==> config.mk <==
export PLATFORM = sky130hd
export DESIGN_NAME = shift_reg_burst_flat
export DESIGN_NICKNAME = d
export VERILOG_FILES = /design/src/rtl/shift_reg_burst_if.sv /design/src/rtl/shift_reg_burst.sv /design/src/flat_wrapper.sv
export SDC_FILE = /design/constraint.sdc
export NUM_CORES = 1
export LEC_CHECK = 0
export CAP_MARGIN = 15
export CORE_MARGIN = 2
export CORE_UTILIZATION = 40
export DETAILED_ROUTE_END_ITERATION = 16
export PLACE_DENSITY_LB_ADDON = 0.25
export REMOVE_ABC_BUFFERS = 1
export SLEW_MARGIN = 20
export SYNTH_ARGS = -nofsm -noshare
export SYNTH_HDL_FRONTEND = slang
export SYNTH_SLANG_ARGS = --single-unit
export TNS_END_PERCENT = 20
==> constraint.sdc <==
create_clock -name CLK -period 1.85 [get_ports CLK]
set_clock_uncertainty 0.2 [all_clocks]
set_input_delay 0.555 -clock CLK [delete_from_list [all_inputs] [get_ports CLK]]
set_output_delay 0.555 -clock CLK [all_outputs]
set_load 0.005 [all_outputs]
==> src/rtl/shift_reg_burst_if.sv <==
// Handshake/data bundle for shift_reg_burst; ROT exists only when SHREG_ROTATE_EN is defined.
interface shift_reg_burst_if #(
  parameter int unsigned WIDTH = 8,
  parameter int unsigned CNT_W = 4
);
  logic [1:0]       MODE;
  logic             SIN_R;
  logic             SIN_L;
  logic [WIDTH-1:0] D;
  logic             START;
  logic             DIR;
  logic [CNT_W-1:0] COUNT;
`ifdef SHREG_ROTATE_EN
  logic             ROT;
`endif
  logic [WIDTH-1:0] Q;
  logic             SOUT_R;
  logic             SOUT_L;
  logic             BUSY;
  logic             DONE;

  modport master (
    output MODE, SIN_R, SIN_L, D, START, DIR, COUNT,
`ifdef SHREG_ROTATE_EN
    output ROT,
`endif
    input  Q, SOUT_R, SOUT_L, BUSY, DONE
  );

  modport slave (
    input  MODE, SIN_R, SIN_L, D, START, DIR, COUNT,
`ifdef SHREG_ROTATE_EN
    input  ROT,
`endif
    output Q, SOUT_R, SOUT_L, BUSY, DONE
  );
endinterface

==> src/rtl/shift_reg_burst.sv <==
// Universal shift register (hold/right/left/load) with a counted burst engine.
// Optional rotate feature enabled by defining SHREG_ROTATE_EN.
module shift_reg_burst #(
  parameter int unsigned WIDTH = 8,
  parameter int unsigned CNT_W = 4
) (
  input logic              CLK,
  input logic              RST,
  shift_reg_burst_if.slave bus
);

  typedef enum logic {IDLE, SHIFT} state_e;

  state_e           state_q;
  logic [WIDTH-1:0] q_q;
  logic [CNT_W-1:0] remain_q;
  logic             dir_q;
  logic             busy_q;
  logic             done_q;
  logic             man_rot;
  logic             burst_rot;

`ifdef SHREG_ROTATE_EN
  logic rot_q;
  assign man_rot   = bus.ROT;
  assign burst_rot = rot_q;
`else
  assign man_rot   = 1'b0;
  assign burst_rot = 1'b0;
`endif

  // With rot set, the bit leaving the word replaces the serial input.
  function automatic logic [WIDTH-1:0] shift_word(
    input logic [WIDTH-1:0] q,
    input logic             left,
    input logic             rot,
    input logic             sin_r,
    input logic             sin_l
  );
    if (left) return {q[WIDTH-2:0], (rot ? q[WIDTH-1] : sin_l)};
    else      return {(rot ? q[0] : sin_r), q[WIDTH-1:1]};
  endfunction

  always_ff @(posedge CLK) begin
    if (!RST) begin
      state_q  <= IDLE;
      q_q      <= '0;
      remain_q <= '0;
      dir_q    <= 1'b0;
      busy_q   <= 1'b0;
      done_q   <= 1'b0;
`ifdef SHREG_ROTATE_EN
      rot_q    <= 1'b0;
`endif
    end else begin
      done_q <= 1'b0;
      case (state_q)
        IDLE: begin
          if (bus.START) begin
            if (bus.COUNT != '0) begin
              dir_q    <= bus.DIR;
              remain_q <= bus.COUNT;
              busy_q   <= 1'b1;
              state_q  <= SHIFT;
`ifdef SHREG_ROTATE_EN
              rot_q    <= bus.ROT;
`endif
            end else begin
              done_q <= 1'b1;
            end
          end else begin
            case (bus.MODE)
              2'b00: q_q <= q_q;
              2'b01: q_q <= shift_word(q_q, 1'b0, man_rot, bus.SIN_R, bus.SIN_L);
              2'b10: q_q <= shift_word(q_q, 1'b1, man_rot, bus.SIN_R, bus.SIN_L);
              2'b11: q_q <= bus.D;
            endcase
          end
        end
        SHIFT: begin
          q_q      <= shift_word(q_q, dir_q, burst_rot, bus.SIN_R, bus.SIN_L);
          remain_q <= remain_q - CNT_W'(1);
          if (remain_q == CNT_W'(1)) begin
            busy_q  <= 1'b0;
            done_q  <= 1'b1;
            state_q <= IDLE;
          end
        end
      endcase
    end
  end

  assign bus.Q      = q_q;
  assign bus.SOUT_R = q_q[0];
  assign bus.SOUT_L = q_q[WIDTH-1];
  assign bus.BUSY   = busy_q;
  assign bus.DONE   = done_q;

endmodule

==> src/flat_wrapper.sv <==
// flat-port wrapper written by rule: the top's interface ports become plain ports
module shift_reg_burst_flat 
#(
  parameter int unsigned WIDTH = 8,
  parameter int unsigned CNT_W = 4
)
  (CLK, RST, bus_MODE, bus_SIN_R, bus_SIN_L, bus_D, bus_START, bus_DIR, bus_COUNT, bus_Q, bus_SOUT_R, bus_SOUT_L, bus_BUSY, bus_DONE);
  shift_reg_burst_if #(.WIDTH(WIDTH), .CNT_W(CNT_W)) bus_i ();
  input logic CLK;
  input logic RST;
  input wire logic [$bits(bus_i.MODE)-1:0] bus_MODE;
  input wire logic [$bits(bus_i.SIN_R)-1:0] bus_SIN_R;
  input wire logic [$bits(bus_i.SIN_L)-1:0] bus_SIN_L;
  input wire logic [$bits(bus_i.D)-1:0] bus_D;
  input wire logic [$bits(bus_i.START)-1:0] bus_START;
  input wire logic [$bits(bus_i.DIR)-1:0] bus_DIR;
  input wire logic [$bits(bus_i.COUNT)-1:0] bus_COUNT;
  output wire logic [$bits(bus_i.Q)-1:0] bus_Q;
  output wire logic [$bits(bus_i.SOUT_R)-1:0] bus_SOUT_R;
  output wire logic [$bits(bus_i.SOUT_L)-1:0] bus_SOUT_L;
  output wire logic [$bits(bus_i.BUSY)-1:0] bus_BUSY;
  output wire logic [$bits(bus_i.DONE)-1:0] bus_DONE;
  assign bus_i.MODE = bus_MODE;
  assign bus_i.SIN_R = bus_SIN_R;
  assign bus_i.SIN_L = bus_SIN_L;
  assign bus_i.D = bus_D;
  assign bus_i.START = bus_START;
  assign bus_i.DIR = bus_DIR;
  assign bus_i.COUNT = bus_COUNT;
  assign bus_Q = bus_i.Q;
  assign bus_SOUT_R = bus_i.SOUT_R;
  assign bus_SOUT_L = bus_i.SOUT_L;
  assign bus_BUSY = bus_i.BUSY;
  assign bus_DONE = bus_i.DONE;
  shift_reg_burst #(.WIDTH(WIDTH), .CNT_W(CNT_W)) u_core (.CLK(CLK), .RST(RST), .bus(bus_i));
endmodule
; ---- Word-level counts from Yosys, hierarchy flattened
; Index checks and enable logic that the tools add are counted.
[op_classes]
bitwise_logic = 1
n_addsub = 1
n_reduce_logical = 6
muxes = 19
n_eq_ne = 9
[ops]
columns = operator, count
row1 = case mux 8 bit (3 select lines), 1
row2 = two-way mux 8 bit, 2
row3 = case mux 8 bit (2 select lines), 1
row4 = two-way mux 1 bit, 9
row5 = two-way mux 4 bit, 2
row6 = "!= test 2 bit, second input constant", 4
row7 = case mux 4 bit (2 select lines), 1
row8 = case mux 1 bit (2 select lines), 3
row9 = AND reduction 3 bit, 2
row10 = "equality test 2 bit, second input constant", 2
row11 = "equality test 4 x 1 -> 1 bit, second input constant", 1
row12 = AND reduction 2 bit, 2
row13 = nonzero test 4 bit, 1
row14 = "subtractor 4 x 1 -> 4 bit, second input constant", 1
row15 = "equality test 2 x 1 -> 1 bit, second input constant", 1
row16 = zero test 2 bit, 1
row17 = "!= test 2 x 1 -> 1 bit, second input constant", 1
row18 = inverter 1 bit, 1
[word_totals]
out_inout_bits = 12
in_bits = 20
elab_cells = 42
regBits = 16

; ---- Logic depth before layout (Yosys ltp)
; Gate-level depths: netlist of the first run.
[logic_depth]
ltp_word = 4
mapped_depth = 5
depth_no_buf = 5

; ---- Least setup slack after synthesis of the first run
; OpenSTA, ideal clock, no wires.
[synth_timing]
kind = input-to-reg
start = input port bus_COUNT[2]
end = register u_core.state_q
path_buffers = 1
path_slack_ps = 6
setup_ps = 115
t_arrival_ps = 1529
cell_stages = 4
path_cell_list = or4_1 buf_2 a21o_1 and3_1
[synth_via]
elab_chain_len = 4
[synth_rtl]
columns = item, line
row1 = start: declaration, flat_wrapper.sv:17  ; input wire logic [$bits(bus_i.COUNT)-1:0] bus_COUNT;
row2 = nonzero test 4 bit, shift_reg_burst.sv:60  ; if (bus.COUNT != '0) begin
row3 = two-way mux 1 bit, shift_reg_burst.sv:60
row4 = two-way mux 1 bit, shift_reg_burst.sv:59  ; if (bus.START) begin
row5 = case mux 1 bit (2 select lines), shift_reg_burst.sv:57  ; case (state_q)
row6 = end signal: assignment, shift_reg_burst.sv:46  ; state_q <= IDLE;
row7 = end signal: assignment, shift_reg_burst.sv:64  ; state_q <= SHIFT;
row8 = end signal: assignment, shift_reg_burst.sv:86  ; state_q <= IDLE;
row9 = end: declaration, shift_reg_burst.sv:14  ; state_e state_q;
; Every way passes these cells.
; A chain may end at the register's enable or synchronous reset.

; ---- Worst setup path in the final report of the first run
; Same ends and word-level chain as after synthesis.

==> metrics.md, run 1 <==
| Metric | Value |
|---|---|
| Synth warnings | `0` |
| Seq pwr share | `0.431` |
| Initial core utilization | `0.4108` |
| IO Pins | `32` |
| Highest-count cells in the layout ignoring fill and taps | `buf_4, mux2i_1, clkdlybuf4s50_1, dlygate4sd2_1, a21oi_1` |
| Worst Setup Path Type | `in -> reg` |
| Worst Setup Start Kind | `input port` |
| Die area | `around 3200 sq um` |
| Setup WS pre-CTS | `-470.7 ps` |
| Gr ovfl total | `0` |
| Pwr Density | `575.8 nW/um^2` |
| Reg clk slew, reported paths | `100 ps` |
| Slew Limit Headroom | `0.6542` |
| Fmax | `537.9 MHz` |
| #FFs+latches synth | `16` |
| Gpl congestion | `0.8363` |
| Tot Pwr | `0.0009207 W` |
| RSZ-0062 raised after global routing | `true` |
| Dpl hpwl | `2.016 mm` |
| Hold Path Class | `reg -> reg` |
| Register Area | `around 340 sq um` |
| Final Max Slew Viols | `0` |
| Area grow syn2layout | `44.90%` |
| Die Wd | `56.53 microns` |
| Port bufs | `31` |
| Sequential element share of the synthesized area | `0.2902` |
| FFs w/ async S/R, synth | `0` |
| Clock power frac | `0.250` |
| Die Span Y | `56.53 microns` |
| Tcrit/Tclk final | `1.005` |
| Net count, final | `189` |
| Post-route ant nets | `0` |
| CP endpoint kind | `register` |
| Commonest non-fill, non-tap cell in the layout | `buf_4` |
| Post-synthesis cell type count | `35` |
| Final hold vios | `0` |
| Clock Tree Root | `clkbuf_4` |
| Main synth FF type | `dfxtp_1` |
| Worst-skew pair later-pin latency | `280 ps` |
| Pleak | `0.6806 nW` |
| Post-DR wirelength/cell | `approximately 14 microns` |
| Worst Slack Setup Final | `-8.950 ps` |
| Total CTS buffers | `3` |
| Critical path fanouts, max | `6` |
| Setup Viol. Count Final | `1` |
| Worst EP arrival | `roughly 1900 ps` |
| Vias per inst | `5.497` |
| Hold_buf cts | `0` |
| Switching Share | `0.2812` |
| Fraction of layout cells with a size suffix above 1 | `0.2289` |
| Number of fill cells | `between 200 and 250` |
| Initial antenna violation count | `0` |
| Ant diodes | `0` |
| Ordered cell list for the critical path | `clkdlybuf4s50_1 > or4_4 > a21o_1 > and3_1` |
| Via count | `between 1,000 and 1,500` |
| Maximum VDD drop | `roughly 0.49 mV` |
| Final WL | `around 2.8 mm` |
| Pin count of the biggest net entering global routing | `18` |
| Min Tclk post-route | `~1900 ps` |
| Final cell count without fillers | `197` |
| Main area contributors after synthesis | `dfxtp_1, mux2i_1, o31a_1` |
| Global-route wire length before repair | `4.609 mm` |
| Switching pwr | `between 0.0002 and 0.0003 W` |
| Internal power | `0.0006618 W` |
| Placed insts | `roughly 190` |
| CTS tree | `yes` |
| Slew @ Worst Pin | `517.9 ps` |
| EDFF count, synth | `0` |
| Mapped Area | `1104 sq um` |
| All-Layer GR Usage | `0.1804` |
| Clock Sinks | `16` |
| Post-Synthesis Cells | `125` |
| # rows | `19` |
| Largest stage delay, worst path | `530 ps` |
| Max_cap viols | `0` |
| Slowest CP cell | `or4_4` |
| Core Region | `around 2700 sq um` |
| CP required | `between 1500 and 2000 ps` |
| Status | `finished with violations` |
| Synth top area share | `0.2902` |
| # DRC | `0` |
| Maximum root-to-sink buffer count | `2` |
| Vias in the first global route | `1,064` |
| Failing checks | `setup timing` |
| First-pass iteration count of the detailed router | `4` |
| Syn_area_per_cell | `between 8 and 9 sq um` |
| 1st-iter DRT viols | `20` |
| Area of the multi-input gates | `709.4 sq um` |
| Combinational group share of total power | `0.319` |
| Final Util | `0.5952` |
| H-tree Lvls | `1` |
| Area leader, netlist | `dfxtp_1` |
==> final timing paths <==
path | start | endpoint | slack, ps | depth (start not counted)
setup / recovery | bus_COUNT[2] | u_core.state_q | -9 | 4
hold reg to reg | u_core.remain_q[2] | u_core.remain_q[2] | 310 | 2
setup reg to reg | u_core.dir_q | u_core.bus.Q[0] | 290 | 3
hold / removal | u_core.remain_q[2] | u_core.remain_q[2] | 310 | 2
==> cells in the mapped netlist, drive strengths merged (2+ instances only) <==
cell type / instances
a21oi: 11
dfxtp: 16
o21ai: 2
clkbuf: 6
mux2i: 17
nand2: 3
ha: 2
inv: 3
o31a: 8
nor3b: 8
a211oi: 9
nor2b: 10
a21boi: 2
buf: 9
==> metrics by stage <==
step	cell area (sq um)	TNS [ps]	hold slack, ps
after floorplan	1031	0	267.1
after global placement	1513	-5069	292.8
after detailed placement	1513	-5368	298.5
after CTS	1590	-38.67	311.2
after global routing	1599	-21.25	367.5
final	1599	-8.950	310.9
==> power groups by stage <==
stage               clock [W]  sequential (W)  combinational [W]
global route         0.000259        0.000402           0.000323
global placement            0        0.000410           0.000279
floorplan                   0        0.000417           0.000119
detailed placement          0        0.000410           0.000289
finish               0.000230        0.000397           0.000294
CTS                  0.000243        0.000396           0.000295
==> routing by layer <==
layer	track usage	up-vias	wire (microns)
met1	0.2116	510	1215
li1	-	546	-
met2	0.3189	25	1406
met5	0	-	0
met4	0.07483	0	16
met3	0.03226	2	130
==> flip-flops by register name (all words and copies together), names as in the netlist <==
| signal | count |
|---|---|
| u_core.bus.Q | 8 |
| u_core.dir_q | 1 |
| u_core.state_q | 1 |
| u_core.bus.DONE | 1 |
| u_core.remain_q | 4 |
| u_core.bus.BUSY | 1 |
==> cell families after synthesis <==
family                     count (synthesis)  synth area share
adders and majority gates                  2           0.02267
xor gates and xnor gates                   1          0.007938
DFF                                       16            0.2903
buffers and inverters                     18           0.07595
muxes                                     17            0.1542
AOI/OAI and AO/OA                         41            0.2687
and+or+nand+nor                           30            0.1803
==> critical path: cells and delay by family <==
kind                   cells  cell delay [ps]
and+or+nand+nor            2              680
buffers and inverters      1              420
AOI/OAI and AO/OA          1              190
==> final cells by class <==
| class | instances | area share |
|---|---|---|
| clock buffer | 4 | 0.02269 |
| inverter | 3 | 0.007042 |
| multi-input combinational | 91 | 0.4437 |
| sequential | 16 | 0.2113 |
| tap | 31 | 0.02426 |
| timing repair buffer | 52 | 0.2911 |
==> timing repair <==
action	CTS	global route
pin swaps	2	0
endpoints found under the setup margin	21	4
resized for setup	26	2
setup buffers	5	0
No activity file was read; power rests on OpenSTA's default activity.
==> run 2, diff against run 1 <==
--- a/config.mk
+++ b/config.mk
@@ -10,7 +10,6 @@
 export CORE_UTILIZATION = 40
 export DETAILED_ROUTE_END_ITERATION = 16
 export PLACE_DENSITY_LB_ADDON = 0.25
-export REMOVE_ABC_BUFFERS = 1
 export SLEW_MARGIN = 20
 export SYNTH_ARGS = -nofsm -noshare
 export SYNTH_HDL_FRONTEND = slang
==> run 2 against run 1 <==
Against the previous run:
- the flow still finishes with violations (setup timing)
- global-route usage rose by 1.5 points
- final cell count fell by 1.0%
- clock-buffer cell count did not move
- non-clock buffer count fell by 2
- total power rose by 1.9%
- first-iteration DRC count rose by 50%
- sequential power fell by 1%
- register-to-register slack improved by 110 ps
- worst hold slack got worse by 12 ps
==> metrics.md, run 2 (synthesis results as in run 1) <==
| Metric | Value |
|---|---|
| Fraction of layout cells with a size suffix above 1 | `0.2195 (-0.009403)` |
| Clock Tree Root | `clkbuf_4` |
| Initial core utilization | `0.4108 (unchanged)` |
| Vias per inst | `5.472 (-0.47%)` |
| CP required | `1860 ps (+20 ps)` |
| # rows | `19 (unchanged)` |
| CP Capture Point | `u_core.state_q` |
| Gr ovfl total | `0 (unchanged)` |
| Vias in the first global route | `1,052 (-1.1%)` |
| All-Layer GR Usage | `0.1952 (+0.01483)` |
| Setup Viol. Count Final | `1 (unchanged)` |
| Slew @ Worst Pin | `283.1 ps (-234.8 ps)` |
| Clock Sinks | `16 (unchanged)` |
| Die Wd | `56.53 microns (unchanged)` |
| Post-DR wirelength/cell | `14.32 microns (+1.9%)` |
| Net count, final | `187 (-1.1%)` |
| Core Region | `2686 sq um (unchanged)` |
| Dpl hpwl | `1.992 mm (-1.2%)` |
| Pin count of the biggest net entering global routing | `18 (unchanged)` |
| Worst hold slack | `298.6 ps (-12.23 ps)` |
| Area grow syn2layout | `45.01% (about the same)` |
| Area of the multi-input gates | `715.7 sq um (+0.88%)` |
| Reg clk slew, reported paths | `100 ps (about the same)` |
| Final Max Slew Viols | `0 (unchanged)` |
| Post-route ant nets | `0 (unchanged)` |
| Maximum root-to-sink buffer count | `2 (unchanged)` |
| Global-route wire length before repair | `4.912 mm (+6.6%)` |
| Min Tclk post-route | `1861 ps (+2.381 ps)` |
| RSZ-0062 raised after global routing | `true` |
| Fmax | `537.3 MHz (-0.13%)` |
| Pwr Density | `586.3 nW/um^2 (+1.8%)` |
| CP endpoint kind | `register` |
| Mapped Nets | `147` |
| Slew Limit Headroom | `0.8097 (+0.1554)` |
| Setup WS pre-CTS | `-488.1 ps (-17.30 ps)` |
| Port bufs | `31 (unchanged)` |
| Critical path fanouts, max | `6 (unchanged)` |
| IO Pins | `32 (unchanged)` |
| Total CTS buffers | `3 (unchanged)` |
| Tcrit/Tclk final | `1.006 (+0.001287)` |
| Pleak | `0.6639 nW (-2.5%)` |
| 1st-iter DRT viols | `30 (+50%)` |
| Gpl congestion | `0.7870 (-5.9%)` |
| Worst Slack Setup Final | `-11.33 ps (-2.381 ps)` |
| First-pass iteration count of the detailed router | `4 (unchanged)` |
| Die Span Y | `56.53 microns (unchanged)` |
| Register Area | `337.8 sq um (unchanged)` |
| Hold Path Class | `reg -> reg` |
| H-tree Lvls | `1 (unchanged)` |
| Max_cap viols | `0 (unchanged)` |
| Initial antenna violation count | `0 (unchanged)` |
| # DRC | `0 (unchanged)` |
| Maximum VDD drop | `0.3979 mV (-20%)` |
| Failing checks | `setup timing` |
| Number of fill cells | `248 (+2.9%)` |
| Reg2reg path depth | `3 (unchanged)` |
| Worst-skew pair later-pin latency | `300 ps (+20 ps)` |
| FF-to-FF setup slack | `400 ps (+110 ps)` |
| Hold_buf cts | `0 (unchanged)` |
| Highest-count cells in the layout ignoring fill and taps | `mux2i_1, clkdlybuf4s50_1, buf_4, dlygate4sd2_1, a21oi_1` |
| Final WL | `2.792 mm (+0.83%)` |
| Status | `finished with violations` |
| Worst EP arrival | `1870 ps (+20 ps)` |
| Ant diodes | `0 (unchanged)` |
| Crit. Startpoint | `bus_COUNT[0]` |
| Worst Setup Start Kind | `input port` |
| Largest register FFs | `8 (unchanged)` |
| R2R Path End | `u_core.remain_q[3]` |
| Final hold vios | `0 (unchanged)` |
| CTS tree | `yes` |
| Worst Setup Path Type | `in -> reg` |
| Worst R2R Start | `u_core.remain_q[0]` |
| Via count | `1,067 (-1.5%)` |
| Die area | `3195 sq um (unchanged)` |
-- run 2: timing repair --
action | CTS | global route
buffers inserted | 5 | 0
pin swaps | 2 | 1
resized for setup | 27 | 1
endpoints found under the setup margin | 19 | 4
-- run 2: worst max-delay path, stage by stage --
cell and delay (ps):
clkdlybuf4s50_1 430, or4_4 540, a21o_1 190, and3_1 150
-- run 2: metal layers --
metal	GRT usage	part of all wire	wire, microns
met5	0	0	0
met4	0.09184	0.018	51
met3	0.02535	0.034	95
met2	0.3073	0.48	1345
met1	0.2628	0.46	1298
-- run 2: area by class of cell --
class / count / share of cell area
multi-input cells: 91 / 0.4472
well taps: 31 / 0.02424
clock buffers: 4 / 0.02267
repair buffers: 50 / 0.2877
flip-flops and latches: 16 / 0.2111
inverters: 3 / 0.007037
-- run 2: worst min-delay path by stage --
stage                       startpoint            endpoint  slack [ps]  cells after the start
floorplan           u_core.remain_q[2]  u_core.remain_q[2]         270                      2
global placement          u_core.dir_q        u_core.dir_q         280                      2
detailed placement        u_core.dir_q        u_core.dir_q         280                      2
CTS                       u_core.dir_q        u_core.dir_q         300                      2
global route              u_core.dir_q        u_core.dir_q         350                      2
finish                    u_core.dir_q        u_core.dir_q         300                      2
-- run 2: stage by stage --
stage               setup TNS (ps)    util  instance area [sq um]  std cells  total power, W
floorplan                        0       -                   1104        125       0.0005634
global placement             -5324  0.5622                   1510        186       0.0006892
detailed placement           -5652  0.5622                   1510        186       0.0006985
CTS                              0  0.5934                   1594        195       0.0009439
global route                -20.47  0.5957                   1600        195        0.001002
finish                      -11.33  0.5957                   1600        195       0.0009383
-- run 2: report_power, final --
group	switching [W]	internal, W	leakage [nW]
Combinational	0.000130	0.000170	0.507
Clock	0.000126	0.000120	0.0210
Sequential	0.0000182	0.000374	0.136
==> run 3, diff against run 2 <==
--- a/config.mk
+++ b/config.mk
@@ -5,6 +5,7 @@
 export SDC_FILE = /design/constraint.sdc
 export NUM_CORES = 1
 export LEC_CHECK = 0
+export ABC_AREA = 1
 export CAP_MARGIN = 15
 export CORE_MARGIN = 2
 export CORE_UTILIZATION = 40
==> run 3 against run 2 <==
Against the previous run:
- clock-buffer cell count decreased by 1
- area after synthesis grew 4.4%
- sequential power is 4% higher
- the flow now finishes without violations
- total power is 1.7% higher
- cell area up 0.78%
- via count is 23% higher
- combinational power rose by 19%
- register-to-register slack better by 70 ps
- worst hold slack got worse by 14 ps
- non-clock buffer count rose by 3
- fmax grew 11%
==> metrics.md, run 3 <==
| Metric | Value |
|---|---|
| Status | `complete, no violations` |
| Dpl hpwl | `2.167 mm (+8.8%)` |
| Worst Setup Path Type | `in -> reg` |
| Ant diodes | `0 (unchanged)` |
| RSZ-0062 raised after global routing | `false` |
| Die Span Y | `57.68 microns (+2.0%)` |
| Worst hold slack | `284.5 ps (-14.11 ps)` |
| Clock Tree Root | `clkbuf_4` |
| Seq pwr share | `0.426 (+0.008)` |
| Top Layer Used | `met4` |
| Placed insts | `266 (+43%)` |
| Commonest non-fill, non-tap cell in the layout | `nand2_1` |
| Slowest CP cell | `clkdlybuf4s50_1` |
| Post-DR wirelength/cell | `10.76 microns (-25%)` |
| Gr ovfl total | `0 (unchanged)` |
| Clock Sinks | `16 (unchanged)` |
| Combinational group share of total power | `0.375 (+0.055)` |
| CTS tree | `yes` |
| Top post-synthesis cells by count | `nand2_1, nand3_1, nor2_1, inv_1, dfxtp_1` |
| Min Tclk post-route | `1672 ps (-189.0 ps)` |
| Delay-heaviest family, CP | `buffers and inverters` |
| Main area contributors after synthesis | `dfxtp_1, nand2_1, nand3_1` |
| H-tree Lvls | `1 (unchanged)` |
| Main synth FF type | `dfxtp_1` |
| Synth top area share | `0.2780 (-0.01229)` |
| Critical path fanouts, max | `9 (+3)` |
| Core Region | `2758 sq um (+2.7%)` |
| Gpl congestion | `0.8861 (+13%)` |
| Final instance area | `1613 sq um (+0.78%)` |
| Synth warnings | `0 (unchanged)` |
| #FFs+latches synth | `16 (unchanged)` |
| Maximum VDD drop | `0.5343 mV (+34%)` |
| Total CTS buffers | `3 (unchanged)` |
| Port bufs | `31 (unchanged)` |
| Final hold vios | `0 (unchanged)` |
| Switching pwr | `0.0003195 W (+17%)` |
| Worst EP arrival | `1690 ps (-180 ps)` |
| Final Max Slew Viols | `0 (unchanged)` |
| Highest-count cells in the layout ignoring fill and taps | `nand2_1, nand3_1, nor2_1, buf_4` |
| Post-Synthesis Cells | `194 (+55%)` |
| Pin count of the biggest net entering global routing | `20 (+2)` |
| Initial antenna violation count | `0 (unchanged)` |
| Tcrit/Tclk final | `0.9040 (-0.1022)` |
| Global-route wire length before repair | `4.947 mm (+0.71%)` |
| Net count, final | `264 (+41%)` |
| Maximum root-to-sink buffer count | `2 (unchanged)` |
| Ordered cell list for the critical path | `clkdlybuf4s50_1 > buf_4 > nand3_1 > nand3_1 > nand2_1 > a21oi_1` |
| Met1 wire length | `1.368 mm (+5.4%)` |
| # rows | `19 (unchanged)` |
| Most frequent cell after synthesis | `nand2_1` |
| Mapped Area | `1152 sq um (+4.4%)` |
| WL met3 | `211 microns (+120%)` |
| Setup Viol. Count Final | `0 (-1)` |
| Met2 wire len | `1.306 mm (-2.9%)` |
| Reg clk slew, reported paths | `100 ps (about the same)` |
| Die Wd | `57.68 microns (+2.0%)` |
| Slew Limit Headroom | `0.7929 (-0.01675)` |
| Max_cap viols | `0 (unchanged)` |
| 1st-iter DRT viols | `43 (+43%)` |
| Via count | `1,314 (+23%)` |
| Area post-placement | `1573 sq um (+4.1%)` |
| Area leader, netlist | `dfxtp_1` |
| Final WL | `2.916 mm (+4.4%)` |
| Hold Path Class | `reg -> reg` |
| Post-route ant nets | `0 (unchanged)` |
| Initial core utilization | `0.4179 (+0.007071)` |
| Largest register FFs | `8 (unchanged)` |
| Crit path top cell by count | `nand3_1` |
| Vias in the first global route | `1,169 (+11%)` |
| Setup_tns | `0 ps (+11.33 ps)` |
| Internal power | `0.0006346 W (-4.5%)` |
| Fraction of layout cells with a size suffix above 1 | `0.1792 (-0.04035)` |
| CP required | `1870 ps (about the same)` |
| IO Pins | `32 (unchanged)` |
| Worst Setup Start Kind | `input port` |
| Post-synthesis cell type count | `20 (-43%)` |
| Area grow syn2layout | `39.96%` |
| CP endpoint kind | `register` |
| # DRC | `0 (unchanged)` |
| Largest stage delay, worst path | `570 ps (+30 ps)` |
| Syn_area_per_cell | `5.940 sq um (-33%)` |
| Final Util | `0.5848 (-0.01087)` |
| EDFF count, synth | `0 (unchanged)` |
| Sequential element share of the synthesized area | `0.2780 (-0.01229)` |
| Pwr Density | `591.5 nW/um^2 (+0.89%)` |
| Vias per inst | `4.849 (-11%)` |
| Clock power frac | `0.198 (-0.065)` |
| Mapped Nets | `216 (+47%)` |
| Slew @ Worst Pin | `310.1 ps (+27.03 ps)` |
| Worst-skew pair later-pin latency | `290 ps (about the same)` |
| Die area | `3326 sq um (+4.1%)` |
| Final cell count without fillers | `271 (+39%)` |
| First-pass iteration count of the detailed router | `4 (unchanged)` |
| FFs w/ async S/R, synth | `0 (unchanged)` |
| All-Layer GR Usage | `0.1874 (-0.007803)` |
| Fmax | `598.0 MHz (+11%)` |
| Hold_buf cts | `0 (unchanged)` |
| Pleak | `0.8258 nW (+24%)` |
| CP bufs+invs | `2 (+1)` |
| Switching Share | `0.3348 (+0.04267)` |
==> run 3: path summary, 6_finish.rpt <==
kind | from | cells past startpoint | end | slack (ps)
min | u_core.bus.BUSY | 2 | u_core.bus.BUSY | 280
min reg2reg | u_core.bus.BUSY | 2 | u_core.bus.BUSY | 280
max | bus_MODE[1] | 6 | u_core.bus.Q[7] | 180
max reg2reg | u_core.dir_q | 5 | u_core.bus.Q[3] | 470
==> run 3: what timing repair did <==
item                                    CTS  global route
gates resized for setup                  21             1
buffers inserted                          2             0
endpoints found under the setup margin   12             1
==> run 3: layout make-up <==
class	count	area (sq um)
Clock buffer	3	22.52
Fill cell	287	1145
Inverter	23	91.34
Multi-Input combinational cell	145	661.9
Sequential cell	16	334.1
Tap cell	31	38.79
Timing Repair Buffer	53	464.2
==> run 3: metal layers <==
layer  track usage  vias to the layer above
met5             0                        -
met4       0.04983                        0
met3       0.02679                        4
met2        0.3003                       46
met1        0.2650                      559
li1              -                      705
==> run 3: cell families after synthesis <==
| kind of cell | synth area share |
|---|---|
| compound gates | 0.1107 |
| fa+ha+maj | 0.02171 |
| buf+inv | 0.1477 |
| flops | 0.2780 |
| simple gates | 0.4419 |
==> run 3: power by group through the flow <==
stage | Sequential [W] | Clock (W) | Combinational (W)
after global routing | 0.000412 | 0.000206 | 0.000406
after floorplan | 0.000419 | 0 | 0.000200
after global placement | 0.000414 | 0 | 0.000362
after CTS | 0.000407 | 0.000191 | 0.000361
final | 0.000407 | 0.000189 | 0.000358
after detailed placement | 0.000415 | 0 | 0.000365
==> run 3: worst reg2reg max path, stage by stage, from the launching register on <==
cell and delay (ps):
dfxtp_1 500, inv_1 220, nor2_1 120, nor2_1 60, nor2_1 120, a21oi_2 60
==> run 3: stage by stage <==
step           setup slack (ps)  power [W]
2_1_floorplan             350.3  0.0006197
3_3_place_gp             -118.2  0.0007764
3_5_place_dp             -138.9  0.0007796
4_1_cts                  -30.47  0.0009587
5_1_grt                   50.14   0.001024
6_report                  177.7  0.0009540
